$ cat src/rtl/vga_sprite_sched_if.sv
// Sprite descriptor write bus: per-requester req/ack handshake plus packed descriptor fields.
interface vga_sprite_sched_if #(
   parameter int unsigned N_SPR = 4
) ();
   logic [N_SPR-1:0]    req;
   logic [N_SPR*10-1:0] wr_x;
   logic [N_SPR*10-1:0] wr_y;
   logic [N_SPR*8-1:0]  wr_w;
   logic [N_SPR*8-1:0]  wr_h;
   logic [N_SPR*24-1:0] wr_rgb;
   logic [N_SPR-1:0]    wr_en;
   logic [N_SPR-1:0]    ack;

   modport master (
      output req, wr_x, wr_y, wr_w, wr_h, wr_rgb, wr_en,
      input  ack
   );

   modport slave (
      input  req, wr_x, wr_y, wr_w, wr_h, wr_rgb, wr_en,
      output ack
   );
endinterface

$ cat src/rtl/vga_sprite_sched.sv
// Round-robin sprite descriptor writer with a shadow bank copied to the active bank at vsync,
// and a zero-latency combinational pixel colour path.
module vga_sprite_sched #(
   parameter int unsigned  N_SPR    = 4,
   parameter logic [23:0]  BG_COLOR = 24'h000000
) (
   input  logic                  clk_40mhz,
   input  logic                  rst_n,
   vga_sprite_sched_if.slave     bus,
   input  logic [9:0]            vga_xide,
   input  logic [9:0]            vga_yide,
   input  logic                  vga_vs,
   output logic [23:0]           vga_data,
   output logic                  frame_tick
);

   localparam int unsigned PTR_W = (N_SPR > 1) ? $clog2(N_SPR) : 1;

   typedef enum logic {ARB, SWAP} state_t;

   state_t            r_state, w_state_nxt;
   logic              r_vs_q;
   logic              w_swap_req;
   logic [PTR_W-1:0]  r_ptr;
   logic [PTR_W-1:0]  w_cand;
   logic              w_grant_vld;
   logic [PTR_W-1:0]  w_grant_idx;
   logic [N_SPR-1:0]  w_ack;
   logic [N_SPR-1:0]  w_hit;
   logic              w_pix_found;

   logic [9:0]  r_sh_x   [N_SPR];
   logic [9:0]  r_sh_y   [N_SPR];
   logic [7:0]  r_sh_w   [N_SPR];
   logic [7:0]  r_sh_h   [N_SPR];
   logic [23:0] r_sh_rgb [N_SPR];
   logic        r_sh_en  [N_SPR];
   logic [9:0]  r_ac_x   [N_SPR];
   logic [9:0]  r_ac_y   [N_SPR];
   logic [7:0]  r_ac_w   [N_SPR];
   logic [7:0]  r_ac_h   [N_SPR];
   logic [23:0] r_ac_rgb [N_SPR];
   logic        r_ac_en  [N_SPR];

   assign w_swap_req = r_vs_q & ~vga_vs;

   always_ff @(posedge clk_40mhz or negedge rst_n) begin
      if (!rst_n) r_state <= ARB;
      else        r_state <= w_state_nxt;
   end

   // Grant search walks from r_ptr upward, wrapping modulo N_SPR; first set request wins.
   always_comb begin
      w_state_nxt = r_state;
      w_grant_vld = 1'b0;
      w_grant_idx = '0;
      w_cand      = '0;
      w_ack       = '0;
      unique case (r_state)
         ARB: begin
            if (w_swap_req) begin
               w_state_nxt = SWAP;
            end else begin
               for (int unsigned k = 0; k < N_SPR; k++) begin
                  w_cand = PTR_W'((32'(r_ptr) + k) % N_SPR);
                  if (!w_grant_vld && bus.req[w_cand]) begin
                     w_grant_vld = 1'b1;
                     w_grant_idx = w_cand;
                  end
               end
            end
         end
         SWAP:    w_state_nxt = ARB;
         default: w_state_nxt = ARB;
      endcase
      if (w_grant_vld) w_ack[w_grant_idx] = 1'b1;
   end

   // Ack is a same-cycle pulse; gating with rst_n keeps a grant from escaping during reset.
   assign bus.ack = rst_n ? w_ack : '0;

   always_ff @(posedge clk_40mhz or negedge rst_n) begin
      if (!rst_n) begin
         r_vs_q     <= 1'b1;
         r_ptr      <= '0;
         frame_tick <= 1'b0;
         for (int unsigned i = 0; i < N_SPR; i++) begin
            r_sh_x[i] <= '0; r_sh_y[i] <= '0; r_sh_w[i] <= '0; r_sh_h[i] <= '0;
            r_sh_rgb[i] <= '0; r_sh_en[i] <= 1'b0;
            r_ac_x[i] <= '0; r_ac_y[i] <= '0; r_ac_w[i] <= '0; r_ac_h[i] <= '0;
            r_ac_rgb[i] <= '0; r_ac_en[i] <= 1'b0;
         end
      end else begin
         r_vs_q     <= vga_vs;
         frame_tick <= (r_state == SWAP);
         if (w_grant_vld) r_ptr <= PTR_W'((32'(w_grant_idx) + 1) % N_SPR);
         for (int unsigned i = 0; i < N_SPR; i++) begin
            if (w_grant_vld && (w_grant_idx == PTR_W'(i))) begin
               r_sh_x[i]   <= bus.wr_x[i*10 +: 10];
               r_sh_y[i]   <= bus.wr_y[i*10 +: 10];
               r_sh_w[i]   <= bus.wr_w[i*8 +: 8];
               r_sh_h[i]   <= bus.wr_h[i*8 +: 8];
               r_sh_rgb[i] <= bus.wr_rgb[i*24 +: 24];
               r_sh_en[i]  <= bus.wr_en[i];
            end
            if (r_state == SWAP) begin
               r_ac_x[i]   <= r_sh_x[i];
               r_ac_y[i]   <= r_sh_y[i];
               r_ac_w[i]   <= r_sh_w[i];
               r_ac_h[i]   <= r_sh_h[i];
               r_ac_rgb[i] <= r_sh_rgb[i];
               r_ac_en[i]  <= r_sh_en[i];
            end
         end
      end
   end

   // 11-bit right/bottom edges so sprites past the screen edge clip instead of wrapping.
   always_comb begin
      w_hit       = '0;
      w_pix_found = 1'b0;
      vga_data    = BG_COLOR;
      for (int unsigned i = 0; i < N_SPR; i++) begin
         w_hit[i] = r_ac_en[i]
                  && (vga_xide >= r_ac_x[i])
                  && ({1'b0, vga_xide} < ({1'b0, r_ac_x[i]} + {3'b000, r_ac_w[i]}))
                  && (vga_yide >= r_ac_y[i])
                  && ({1'b0, vga_yide} < ({1'b0, r_ac_y[i]} + {3'b000, r_ac_h[i]}));
         if (!w_pix_found && w_hit[i]) begin
            w_pix_found = 1'b1;
            vga_data    = r_ac_rgb[i];
         end
      end
   end

endmodule
$ cat src/flat_wrapper.sv
// flat-port wrapper written by rule: the top's interface ports become plain ports
module vga_sprite_sched_flat 
#(
   parameter int unsigned  N_SPR    = 4,
   parameter logic [23:0]  BG_COLOR = 24'h000000
)
  (clk_40mhz, rst_n, vga_xide, vga_yide, vga_vs, vga_data, frame_tick, bus_req, bus_wr_x, bus_wr_y, bus_wr_w, bus_wr_h, bus_wr_rgb, bus_wr_en, bus_ack);
  vga_sprite_sched_if #(.N_SPR(N_SPR)) bus_i ();
  input  logic clk_40mhz;
  input  logic rst_n;
  input  logic [9:0] vga_xide;
  input  logic [9:0] vga_yide;
  input  logic vga_vs;
  output logic [23:0] vga_data;
  output logic frame_tick;
  input wire logic [$bits(bus_i.req)-1:0] bus_req;
  input wire logic [$bits(bus_i.wr_x)-1:0] bus_wr_x;
  input wire logic [$bits(bus_i.wr_y)-1:0] bus_wr_y;
  input wire logic [$bits(bus_i.wr_w)-1:0] bus_wr_w;
  input wire logic [$bits(bus_i.wr_h)-1:0] bus_wr_h;
  input wire logic [$bits(bus_i.wr_rgb)-1:0] bus_wr_rgb;
  input wire logic [$bits(bus_i.wr_en)-1:0] bus_wr_en;
  output wire logic [$bits(bus_i.ack)-1:0] bus_ack;
  assign bus_i.req = bus_req;
  assign bus_i.wr_x = bus_wr_x;
  assign bus_i.wr_y = bus_wr_y;
  assign bus_i.wr_w = bus_wr_w;
  assign bus_i.wr_h = bus_wr_h;
  assign bus_i.wr_rgb = bus_wr_rgb;
  assign bus_i.wr_en = bus_wr_en;
  assign bus_ack = bus_i.ack;
  vga_sprite_sched #(.N_SPR(N_SPR), .BG_COLOR(BG_COLOR)) u_core (.clk_40mhz(clk_40mhz), .rst_n(rst_n), .bus(bus_i), .vga_xide(vga_xide), .vga_yide(vga_yide), .vga_vs(vga_vs), .vga_data(vga_data), .frame_tick(frame_tick));
endmodule
$ cat config.mk
export PLATFORM = sky130hd
export DESIGN_NAME = vga_sprite_sched_flat
export DESIGN_NICKNAME = d
export VERILOG_FILES = /design/src/rtl/vga_sprite_sched_if.sv /design/src/rtl/vga_sprite_sched.sv /design/src/flat_wrapper.sv
export SDC_FILE = /design/constraint.sdc
export NUM_CORES = 1
export LEC_CHECK = 0
export BUFFER_PORTS_ARGS = -buffer_cell sky130_fd_sc_hd__buf_2
export CAP_MARGIN = 15
export CELL_PAD_IN_SITES_DETAIL_PLACEMENT = 0
export CELL_PAD_IN_SITES_GLOBAL_PLACEMENT = 1
export CORE_AREA = 10 10 233 235
export DETAILED_ROUTE_END_ITERATION = 6
export DIE_AREA = 0 0 243 245
export PLACE_DENSITY = 0.8
export SLEW_MARGIN = 25
export SYNTH_ARGS = -nofsm -noshare
export SYNTH_HDL_FRONTEND = slang
export SYNTH_SLANG_ARGS = --single-unit
$ cat constraint.sdc
create_clock -name clk_40mhz -period 8.6 [get_ports clk_40mhz]
set_input_delay 0 -clock clk_40mhz [delete_from_list [all_inputs] [get_ports clk_40mhz]]
set_output_delay 0 -clock clk_40mhz [all_outputs]
set_load 0.02 [all_outputs]
==> run_results.csv, run 1 <==
group,metric,value,unit
power,power.switching,0.003933,W
clock_network,cts_buffers,53,
power,swShare,35.07,%
grt,gr-usage-met3,5.072,%
clock_network,numClockSinks,493,
worst_setup_path,max_stage_delay,0.56,ns
layout,syn_to_final_growth,26.20,%
worst_setup_path,end_kind,"output port",
grt,grt_use_met2,37.16,%
detailed_routing,drt-total-wl,66.10,mm
layout,drive_gt1_share,32.14,%
layout,final_cells,3273,
power,comb_power_share,41.6,%
yosys,synth_nets,2506,
timing,clock_skew,0.02169,ns
worst_setup_path,worstPathRequired,8.60,ns
clock_network,cts_buffer_depth,3,
grt,grt-busiest-layer,"met2",
detailed_routing,wire_per_inst,20.20,µm
placed_design,io_buffer_count,299,
worst_setup_path,worstPathMaxFanout,24,
placed_design,dp_hpwl,44.68,mm
floorplan,core_area,0.04966,mm²
flow_run,drv_cap,0,
power,pwr-share-clk,21.3,%
timing,worst_slew_pin_slew,1.080,ns
timing,min_period,5.371,ns
clock_network,clk_latency,0.61,ns
detailed_routing,viasPerCell,5.443,
floorplan,row_count,82,
yosys,synth_edf_count,0,
clock_network,cts_resized,0,
detailed_routing,num_vias,17820,
hold_path,hp-class,"in -> async",
timing,setup-tns-final,0,ns
floorplan,die_h,245,µm
timing,setup_violations,0,
layout,mostFrequentLayoutCells,"dfrtp_1 (491), mux2_2 (415), buf_2 (298)",
yosys,synthDistinctLibCells,68,
yosys,synth_area,0.02497,mm²
clock_network,cts_setup_buffers,0,
floorplan,initial_core_util,50.27,%
power,p_seq_share,37.1,%
yosys,ys_seq_area_share,49.42,%
clock_network,cts_hold_buffers,249,
floorplan,ios,300,
grt,gr-usage-met1,27.68,%
floorplan,dieArea,0.05954,mm²
yosys,synthFlopType,"dfrtp_1",
grt,grt_pass1_vias,19680,
placed_design,gp_congestion,0.8312,
placed_design,dpl.cell_count,2916,
yosys,async_flop_share,100.0,%
layout,layout_commonest_cell,"dfrtp_1",
worst_setup_path,crit_type,"reg -> out",
grt,grt_max_degree,191,
detailed_routing,drt-initial-drc-count,945,
status,outcome,"finished, final reports clean",
detailed_routing,ant_nets,0,
worst_setup_path,r2r_start,"u_core.r_state",
timing,grt_setup_unrepaired,"false",
grt,antenna_found_initial,15,
power,p_leak,14.39,nW
yosys,ys_ff_latch,493,
clock_network,tritoncts,"yes",
worst_setup_path,cp_slowest_cell,"a2111oi_2",
timing,slew_headroom,27.99,%
timing,hold_viol_final,0,
detailed_routing,drc,0,
worst_setup_path,path_cells,"ha_1, a21o_1, a21oi_1, o21bai_1, a21oi_1, o21bai_1, a41oi_1, xnor2_1, ha_1, nand3_1, nor4_1, a2bb2oi_2, nor4_2, a2111oi_2, nor4b_4, buf_4, a22o_1, buf_2",
floorplan,die_x,243,µm
detailed_routing,first_pass_iters,5,
power,irDropWorstVdd,221.9,µV
clock_network,htree_num_levels,2,
timing,fin_crit_sh,62.46,%
grt,grt_use_total,22.05,%
power,powerDensity,356.0,mW/mm²
yosys,yosysWarnings,0,
worst_setup_path,startpoint_type,"register",
timing,maxSlewViolCount,0,
grt,grt_overflow_total,0,
yosys,syn-mean-instance-area,12.44,µm²
timing,hold-worst-slack,0.04977,ns
clock_network,path_clk_slew,0.06,ns
clock_network,clock_tree.root_cell,"clkbuf_16",
worst_setup_path,arrival,5.37,ns
yosys,syn_inst,2007,
grt,grt_pass1_wl,106.0,mm
timing,fmax,186.2,MHz
worst_setup_path,worstSetupStartpoint,"u_core.r_ac_w[9]",
layout,nets,3047,
power,p_int,0.007281,W
==> layout make-up <==
type / count / area [µm²]
repair buffers: 561 / 4120
clock buffers: 78 / 1540
flip-flops and latches: 493 / 12340
fillers: 3849 / 18150
multi-input cells: 1334 / 11950
well taps: 672 / 840.8
clock inverters: 18 / 290.3
inverters: 105 / 394.1
diodes: 12 / 30.03
==> cells by family after synthesis <==
family	synth area share (%)
AOI/OAI and AO/OA	9.858
xor gates and xnor gates	2.140
adders and majority gates	11.67
buffers and inverters	2.787
DFF	49.42
muxes	18.76
and+or+nand+nor	5.368
==> sequential cells by signal, summed over array words and instances (netlist names), 2 cells and up <==
register,flops
u_core.r_ac_rgb,96
u_core.r_sh_rgb,96
u_core.r_ac_x,40
u_core.r_ac_y,40
u_core.r_sh_x,40
u_core.r_sh_y,40
u_core.r_ac_h,32
u_core.r_ac_w,32
u_core.r_sh_h,32
u_core.r_sh_w,32
u_core.r_ac_en,4
u_core.r_sh_en,4
u_core.r_ptr,2
==> cell usage after synthesis, types with 5 or more instances <==
cell	instances	area, µm²
dfrtp_1	492	12310
mux2_2	415	4673
ha_1	220	2753
nand2_1	109	409.1
o21ai_0	106	530.5
inv_1	105	394.1
clkbuf_1	69	259.0
a21oi_1	68	340.3
nand2b_1	47	294.0
xnor2_1	46	402.9
nand3_1	28	140.1
a22o_1	25	219.0
nor2_1	25	93.84
a221o_1	24	240.2
a21o_1	23	172.7
o21bai_1	18	135.1
o21a_1	15	112.6
xor2_1	15	131.4
o211ai_1	14	105.1
a31oi_1	11	68.82
a2111oi_0	9	78.83
o21ai_1	9	45.04
and3_1	8	50.05
fa_1	8	160.2
a211oi_1	7	52.55
a41oi_1	6	52.55
nor2b_1	6	37.54
nor3_1	6	30.03
nor4_1	5	31.28
==> final timing paths <==
path | endpoint | slack, ns | cells after the start
worst max-delay path | vga_data[4] | 3.23 | 18
worst min-delay path | u_core.r_ac_h[10] | 0.05 | 2
worst max register to register | u_core.r_sh_w[7] | 4.55 | 8
worst min register to register | u_core.r_ac_x[18] | 0.47 | 2
max in group asynchronous | u_core.r_sh_rgb[92] | 6.42 | 4
min in group clk_40mhz | u_core.r_ptr[0] | 0.07 | 4
==> power groups by stage <==
stage,Combinational [W],Sequential (W),Clock [W]
final,0.00467,0.00416,0.00239
after global routing,0.00528,0.00429,0.00253
after CTS,0.00470,0.00415,0.00244
after detailed placement,0.00456,0.00418,0
after global placement,0.00436,0.00415,0
after floorplan,0.00359,0.00388,0
==> stage by stage <==
stage	total power, W	util (%)	setup slack, ns	cell area [µm²]
detailed placement	0.008741	54.66	3.940	27140
floorplan	0.007473	-	4.624	24970
global route	0.01210	63.44	2.985	31500
finish	0.01121	63.44	3.229	31510
global placement	0.008508	54.66	4.089	27140
CTS	0.01128	63.36	3.241	31460
==> routing by layer <==
layer  part of all wire, %  vias up
li1                      -     8336
met1                    44     8908
met2                    48      434
met3                   5.3      129
met4                   2.8        8
met5                 0.044        -
==> critical path: cells and delay by family (launching register included) <==
kind | cells | cell delay (ns)
buffers and inverters | 2 | 0.54
xor gates and xnor gates | 1 | 0.10
and+or+nand+nor | 4 | 0.94
adders and majority gates | 2 | 0.60
AOI/OAI and AO/OA | 9 | 2.15
DFF | 1 | 0.42
Power figures use the tool's default switching activity.
==> run 2, diff against run 1 <==
ABC_AREA = 1   (was default)
CORE_AREA = 10 10 268 270   (was 10 10 233 235)
DIE_AREA = 0 0 278 280   (was 0 0 243 245)
PLACE_DENSITY = 0.73   (was 0.8)
clock period = 4.4 ns   (was 8.6 ns; I/O delays follow)
==> run_results.csv, run 2 <==
group,metric,value,unit
status,outcome,"finished, final reports clean",
worst_setup_path,crit_type,"reg -> out",
timing,setup_violations,0,
hold_path,hp-class,"in -> async",
detailed_routing,first_pass_iters,5,
clock_network,clk_latency,0.62,ns
yosys,synth_area_leaders,"dfrtp_1 (45%), nand2_1 (11%), ha_1 (10%), nand3_2 (7.3%), mux2_2 (7.0%)",
timing,fin_crit_sh,95.30,%
clock_network,path_clk_slew,0.06,ns
worst_setup_path,worstPathRequired,4.40,ns
floorplan,die_h,280,µm
grt,grt_max_degree,120,
worst_setup_path,r2r_start,"u_core.r_ptr[0]",
timing,slew_headroom,29.10,%
yosys,syn-mean-instance-area,9.482,µm²
clock_network,tritoncts,"yes",
yosys,synthDistinctLibCells,42,
layout,syn_to_final_growth,25.45,%
timing,clock_skew,0.01291,ns
yosys,synth_nets,3403,
grt,grt_overflow_total,0,
worst_setup_path,startpoint_type,"register",
yosys,async_flop_share,100.0,%
clock_network,htree_num_levels,2,
floorplan,initial_core_util,41.37,%
floorplan,dieArea,0.07784,mm²
detailed_routing,viasPerCell,5.083,
detailed_routing,num_vias,22060,
yosys,ys_ff_latch,493,
yosys,synth_edf_count,0,
worst_setup_path,worstPathMaxFanout,12,
worst_setup_path,max_stage_delay,0.38,ns
clock_network,cts_buffer_depth,3,
yosys,synthMostInstantiatedCell,"nand2_1",
floorplan,row_count,95,
yosys,ys_seq_area_share,44.81,%
detailed_routing,drt-total-wl,81.32,mm
worst_setup_path,arrival,4.19,ns
timing,maxSlewViolCount,0,
worst_setup_path,cp_slowest_cell,"dfrtp_1",
power,irDropWorstVdd,1549,µV
worst_setup_path,r2r-end,"u_core.r_sh_y[18]",
layout,largest_registers,"u_core.r_ac_rgb (96), u_core.r_sh_rgb (96)",
grt,grt_pass1_wl,128.7,mm
detailed_routing,drc,0,
worst_setup_path,rr_worst_depth,14,
timing,grt_setup_unrepaired,"true",
grt,antenna_found_initial,16,
floorplan,core_area,0.06656,mm²
power,p_leak,17.09,nW
timing,min_period,4.193,ns
layout,drive_gt1_share,25.29,%
worst_setup_path,cpMostUsedCell,"nand2_1",
grt,grt_use_total,20.32,%
worst_setup_path,reg2reg_slack,0.82,ns
placed_design,dp_hpwl,55.51,mm
layout,mostFrequentLayoutCells,"nand2_1 (806), dfrtp_1 (491), buf_2 (274)",
yosys,yosysWarnings,0,
power,powerDensity,708.4,mW/mm²
layout,layout_commonest_cell,"nand2_1",
timing,hold_viol_final,0,
yosys,synth.largest_area_cell,"dfrtp_1",
timing,hold-worst-slack,0.03570,ns
timing,worst_slew_pin_slew,1.063,ns
timing,fmax,238.5,MHz
layout,nets,3909,
clock_network,numClockSinks,493,
detailed_routing,drt-initial-drc-count,1180,
clock_network,cts_buffers,56,
power,power,0.02447,W
floorplan,die_x,278,µm
placed_design,io_buffer_count,299,
floorplan,ios,300,
flow_run,drv_cap,0,
yosys,yosys-top-cells-count,"nand2_1 (812), dfrtp_1 (492), ha_1 (220)",
clock_network,clock_tree.root_cell,"clkbuf_16",
placed_design,gp_congestion,0.8829,
yosys,synth_area,0.02754,mm²
worst_setup_path,worst-path-buf-inv,4,
detailed_routing,wire_per_inst,18.74,µm
yosys,synthFlopType,"dfrtp_1",
worst_setup_path,critical-path-top-delay-family,"simple AND/OR/NAND/NOR gates",
grt,grt_pass1_vias,23340,
detailed_routing,ant_nets,0,
worst_setup_path,end_kind,"output port",
yosys,yosys.area.top_type_share,44.71,%
yosys,syn_inst,2904,
==> run 2: cell count changes after synthesis, moves of 41 or more <==
cell      previous run  this run
nand3_2              0       202
nand2b_1            47         0
clkbuf_1            69        26
nor2_1              25        80
inv_1              105       201
nand3_1             28       178
nand4_1              2        43
a21oi_1             68       120
nand2_1            109       812
mux2_2             415       170
==> run 2: cell type report <==
type | instances | area [µm²]
Clock inverter | 24 | 259.0
Multi-Input combinational cell | 2070 | 13850
Fill cell | 6044 | 32020
Clock buffer | 80 | 1582
Antenna cell | 11 | 27.53
Inverter | 209 | 799.5
Timing Repair Buffer | 580 | 4589
Sequential cell | 493 | 12340
Tap cell | 873 | 1092
==> run 2: timing repair <==
| action | 4_1_cts | 5_1_grt |
|---|---|---|
| setup endpoints to repair | 24 | 24 |
| resized for setup | 2 | 110 |
| pin swaps | 3 | 16 |
| gates cloned | 1 | 3 |
| hold buffers | 246 | 0 |
| setup buffers | 3 | 8 |
| endpoints found under the hold margin | 336 | 0 |
==> run 2: worst max-delay path by stage <==
stage | from | to | slack (ns) | depth (start not counted)
final | u_core.r_ac_y[10] | vga_data[21] | 0.21 | 25
after global routing | u_core.r_ac_x[10] | vga_data[8] | -0.04 | 23
after CTS | u_core.r_ac_y[10] | vga_data[11] | 0.005 | 25
after detailed placement | u_core.r_ac_y[10] | vga_data[11] | 0.59 | 23
after global placement | u_core.r_ac_x[10] | vga_data[20] | 0.68 | 22
after floorplan | u_core.r_ac_y[10] | vga_data[10] | 1.30 | 22
==> run 2: through the flow <==
step | setup slack, ns | utilization [%] | cell area [µm²] | setup TNS (ns) | std cells
floorplan | 1.297 | - | 27540 | 0 | 2904
global placement | 0.6781 | 44.52 | 29630 | 0 | 3967
detailed placement | 0.5935 | 44.52 | 29630 | 0 | 3967
CTS | 0.004626 | 51.08 | 34000 | 0 | 4321
global route | -0.04421 | 51.87 | 34530 | -0.3844 | 4335
finish | 0.2067 | 51.89 | 34540 | 0 | 4340
==> run 2: power by group <==
part,switching (W),internal [W]
clock,0.00197,0.00274
sequential,0.00130,0.00666
combinational,0.00729,0.00451
total,0.0106,0.0139
==> run 2: logic make-up after synthesis <==
group	Yosys count	share of synthesized area, %
buf+inv	342	5.875
flops	493	44.81
compound gates	266	5.317
mux	170	6.952
xor+xnor	64	2.063
fa+ha+maj	228	10.58
simple gates	1341	24.41
==> run 2: per-layer routing <==
metal / GRT usage [%] / vias to the layer above / wire length (µm)
li1: - / 10680 / -
met1: 26.48 / 10740 / 36460
met4: 4.852 / 12 / 1957
met2: 34.11 / 503 / 38400
met3: 4.154 / 122 / 4438
met5: 0 / - / 65
==> run 3, diff against run 2 <==
CORE_AREA = 10 10 307 235   (was 10 10 268 270)
DIE_AREA = 0 0 317 245   (was 0 0 278 280)
GPL_TIMING_DRIVEN = 0   (was default)
==> run_results.csv, run 3 (synthesized netlist as in run 2, its figures left out) <==
group,metric,value,unit
worst_setup_path,arrival,4.33,ns
worst_setup_path,critical-path-top-delay-family,"simple AND/OR/NAND/NOR gates",
timing,slew_headroom,26.34,%
grt,grt_use_total,23.65,%
timing,fin_crit_sh,98.37,%
placed_design,gp_congestion,0.8807,
layout,fin_util,53.20,%
detailed_routing,drc,0,
timing,setup_violations,0,
worst_setup_path,worstPathMaxFanout,7,
worst_setup_path,max_stage_delay,0.43,ns
grt,grt_pass1_wl,141.5,mm
grt,antenna_found_initial,2,
worst_setup_path,path_cells,"ha_4, fa_2, a21oi_2, o21bai_2, a21oi_1, nor2_1, nor2_1, xor2_1, ha_1, a21o_1, nor2_1, nand2_1, nand2_1, nand2_1, a21oi_2, nor2_4, nor2_4, buf_12, nor2_4, buf_12, clkbuf_4, nand3_1, nand3_1, buf_2",
detailed_routing,drt-total-wl,93.66,mm
power,power,0.02546,W
flow_run,drv_cap,0,
timing,layout_setup_ws,0.07167,ns
clock_network,tritoncts,"yes",
hold_path,hp-class,"in -> reg",
layout,nets,4023,
floorplan,initial_core_util,41.61,%
clock_network,clock_tree.root_cell,"clkbuf_16",
placed_design,dpl_cell_area,0.03029,mm²
layout,finish.instance_area,0.03520,mm²
detailed_routing,first_pass_iters,5,
floorplan,ios,300,
clock_network,path_clk_slew,0.06,ns
floorplan,die_x,317,µm
timing,clock_skew,0.01649,ns
layout,largest_registers,"u_core.r_ac_rgb (96), u_core.r_sh_rgb (96)",
worst_setup_path,crit_type,"reg -> out",
grt,grt_pass1_vias,23720,
worst_setup_path,startpoint_type,"register",
clock_network,cts_buffers,52,
power,powerDensity,723.2,mW/mm²
worst_setup_path,worst-path-buf-inv,4,
detailed_routing,viasPerCell,5.184,
status,outcome,"finished, final reports clean",
placed_design,dp_hpwl,68.88,mm
clock_network,cts_buffer_depth,3,
timing,hold_viol_final,0,
worst_setup_path,worstPathRequired,4.40,ns
timing,min_period,4.328,ns
clock_network,htree_num_levels,2,
floorplan,row_count,82,
clock_network,numClockSinks,493,
timing,hold-worst-slack,0.05447,ns
detailed_routing,ant_nets,0,
timing,fmax,231.0,MHz
layout,syn_to_final_growth,27.85,%
worst_setup_path,cp_slowest_cell,"dfrtp_1",
clock_network,clk_latency,0.62,ns
detailed_routing,num_vias,23080,
worst_setup_path,reg2reg_slack,0.62,ns
detailed_routing,wire_per_inst,21.04,µm
floorplan,dieArea,0.07767,mm²
layout,mostFrequentLayoutCells,"nand2_1 (808), dfrtp_1 (492), buf_2 (299)",
grt,grt_max_degree,95,
placed_design,place_ws,0.3246,ns
power,p_leak,17.44,nW
layout,layout_commonest_cell,"nand2_1",
layout,drive_gt1_share,26.32,%
power,irDropWorstVdd,473.7,µV
timing,grt_setup_unrepaired,"true",
grt,grt_overflow_total,0,
detailed_routing,drt-initial-drc-count,1555,
placed_design,io_buffer_count,299,
worst_setup_path,end_kind,"output port",
timing,maxSlewViolCount,0,
timing,worst_slew_pin_slew,1.105,ns
floorplan,die_h,245,µm
floorplan,core_area,0.06618,mm²
run 3: what timing repair did:
action | CTS | global route
hold buffers | 248 | 0
gates resized for setup | 17 | 107
gates cloned | 0 | 4
endpoints found under the hold margin | 465 | 0
pin swaps | 3 | 14
buffers inserted | 1 | 10
endpoints found under the setup margin | 24 | 25
run 3: layout make-up:
class | count | area, µm²
Timing Repair Buffer | 567 | 4422
Clock buffer | 65 | 1410
Sequential cell | 493 | 12340
Buffer | 132 | 898.4
Tap cell | 882 | 1104
Clock inverter | 33 | 382.9
Multi-Input combinational cell | 2069 | 13860
Inverter | 209 | 787.0
Fill cell | 5976 | 30970
Antenna cell | 2 | 5.005
run 3: final timing paths:
kind,endpoint,cells past startpoint,startpoint
hold / removal,u_core.r_ptr[0],7,bus_req[2]
max in group asynchronous,u_core.r_ac_rgb[4],6,rst_n
setup reg to reg,u_core.r_sh_y[38],17,u_core.r_ptr[0]
hold reg to reg,u_core.r_sh_rgb[5],2,u_core.r_sh_rgb[5]
setup / recovery,vga_data[14],24,u_core.r_ac_x[10]
min in group asynchronous,u_core.r_sh_w[9],4,rst_n
run 3: metal layers:
metal  global-route usage, %  wire (µm)
met4                   5.270       1851
met1                   34.28      44250
met5                       0          0
met2                   36.96      42170
met3                   3.393       5389
run 3: through the flow:
stage,setup TNS [ns],std cells
2_1_floorplan,0,2904
6_report,0,4452
5_1_grt,-1.789,4452
4_1_cts,-0.001393,4437
3_5_place_dp,0,4090
3_3_place_gp,-3312.97,4085
run 3: where the power goes:
group	switching, W	total (W)	leakage, nW	internal [W]
Clock	0.00200	0.00465	0.859	0.00265
Combinational	0.00802	0.0128	10.4	0.00479
Sequential	0.00134	0.00800	6.21	0.00666
Total	0.0114	0.0255	17.4	0.0141
run 3: worst reg2reg max path, cell delays in order (launching register included):
cell,delay (ns)
dfrtp_1,0.37
buf_6,0.14
inv_1,0.12
nand2_1,0.07
o21ai_1,0.14
nand2_1,0.11
o21ai_2,0.09
nand3_2,0.10
a21oi_4,0.17
nor2_1,0.08
xor2_1,0.14
nor2_1,0.10
inv_1,0.09
ha_1,0.13
buf_1,0.60
buf_1,0.74
nand3_1,0.37
nand2_1,0.15
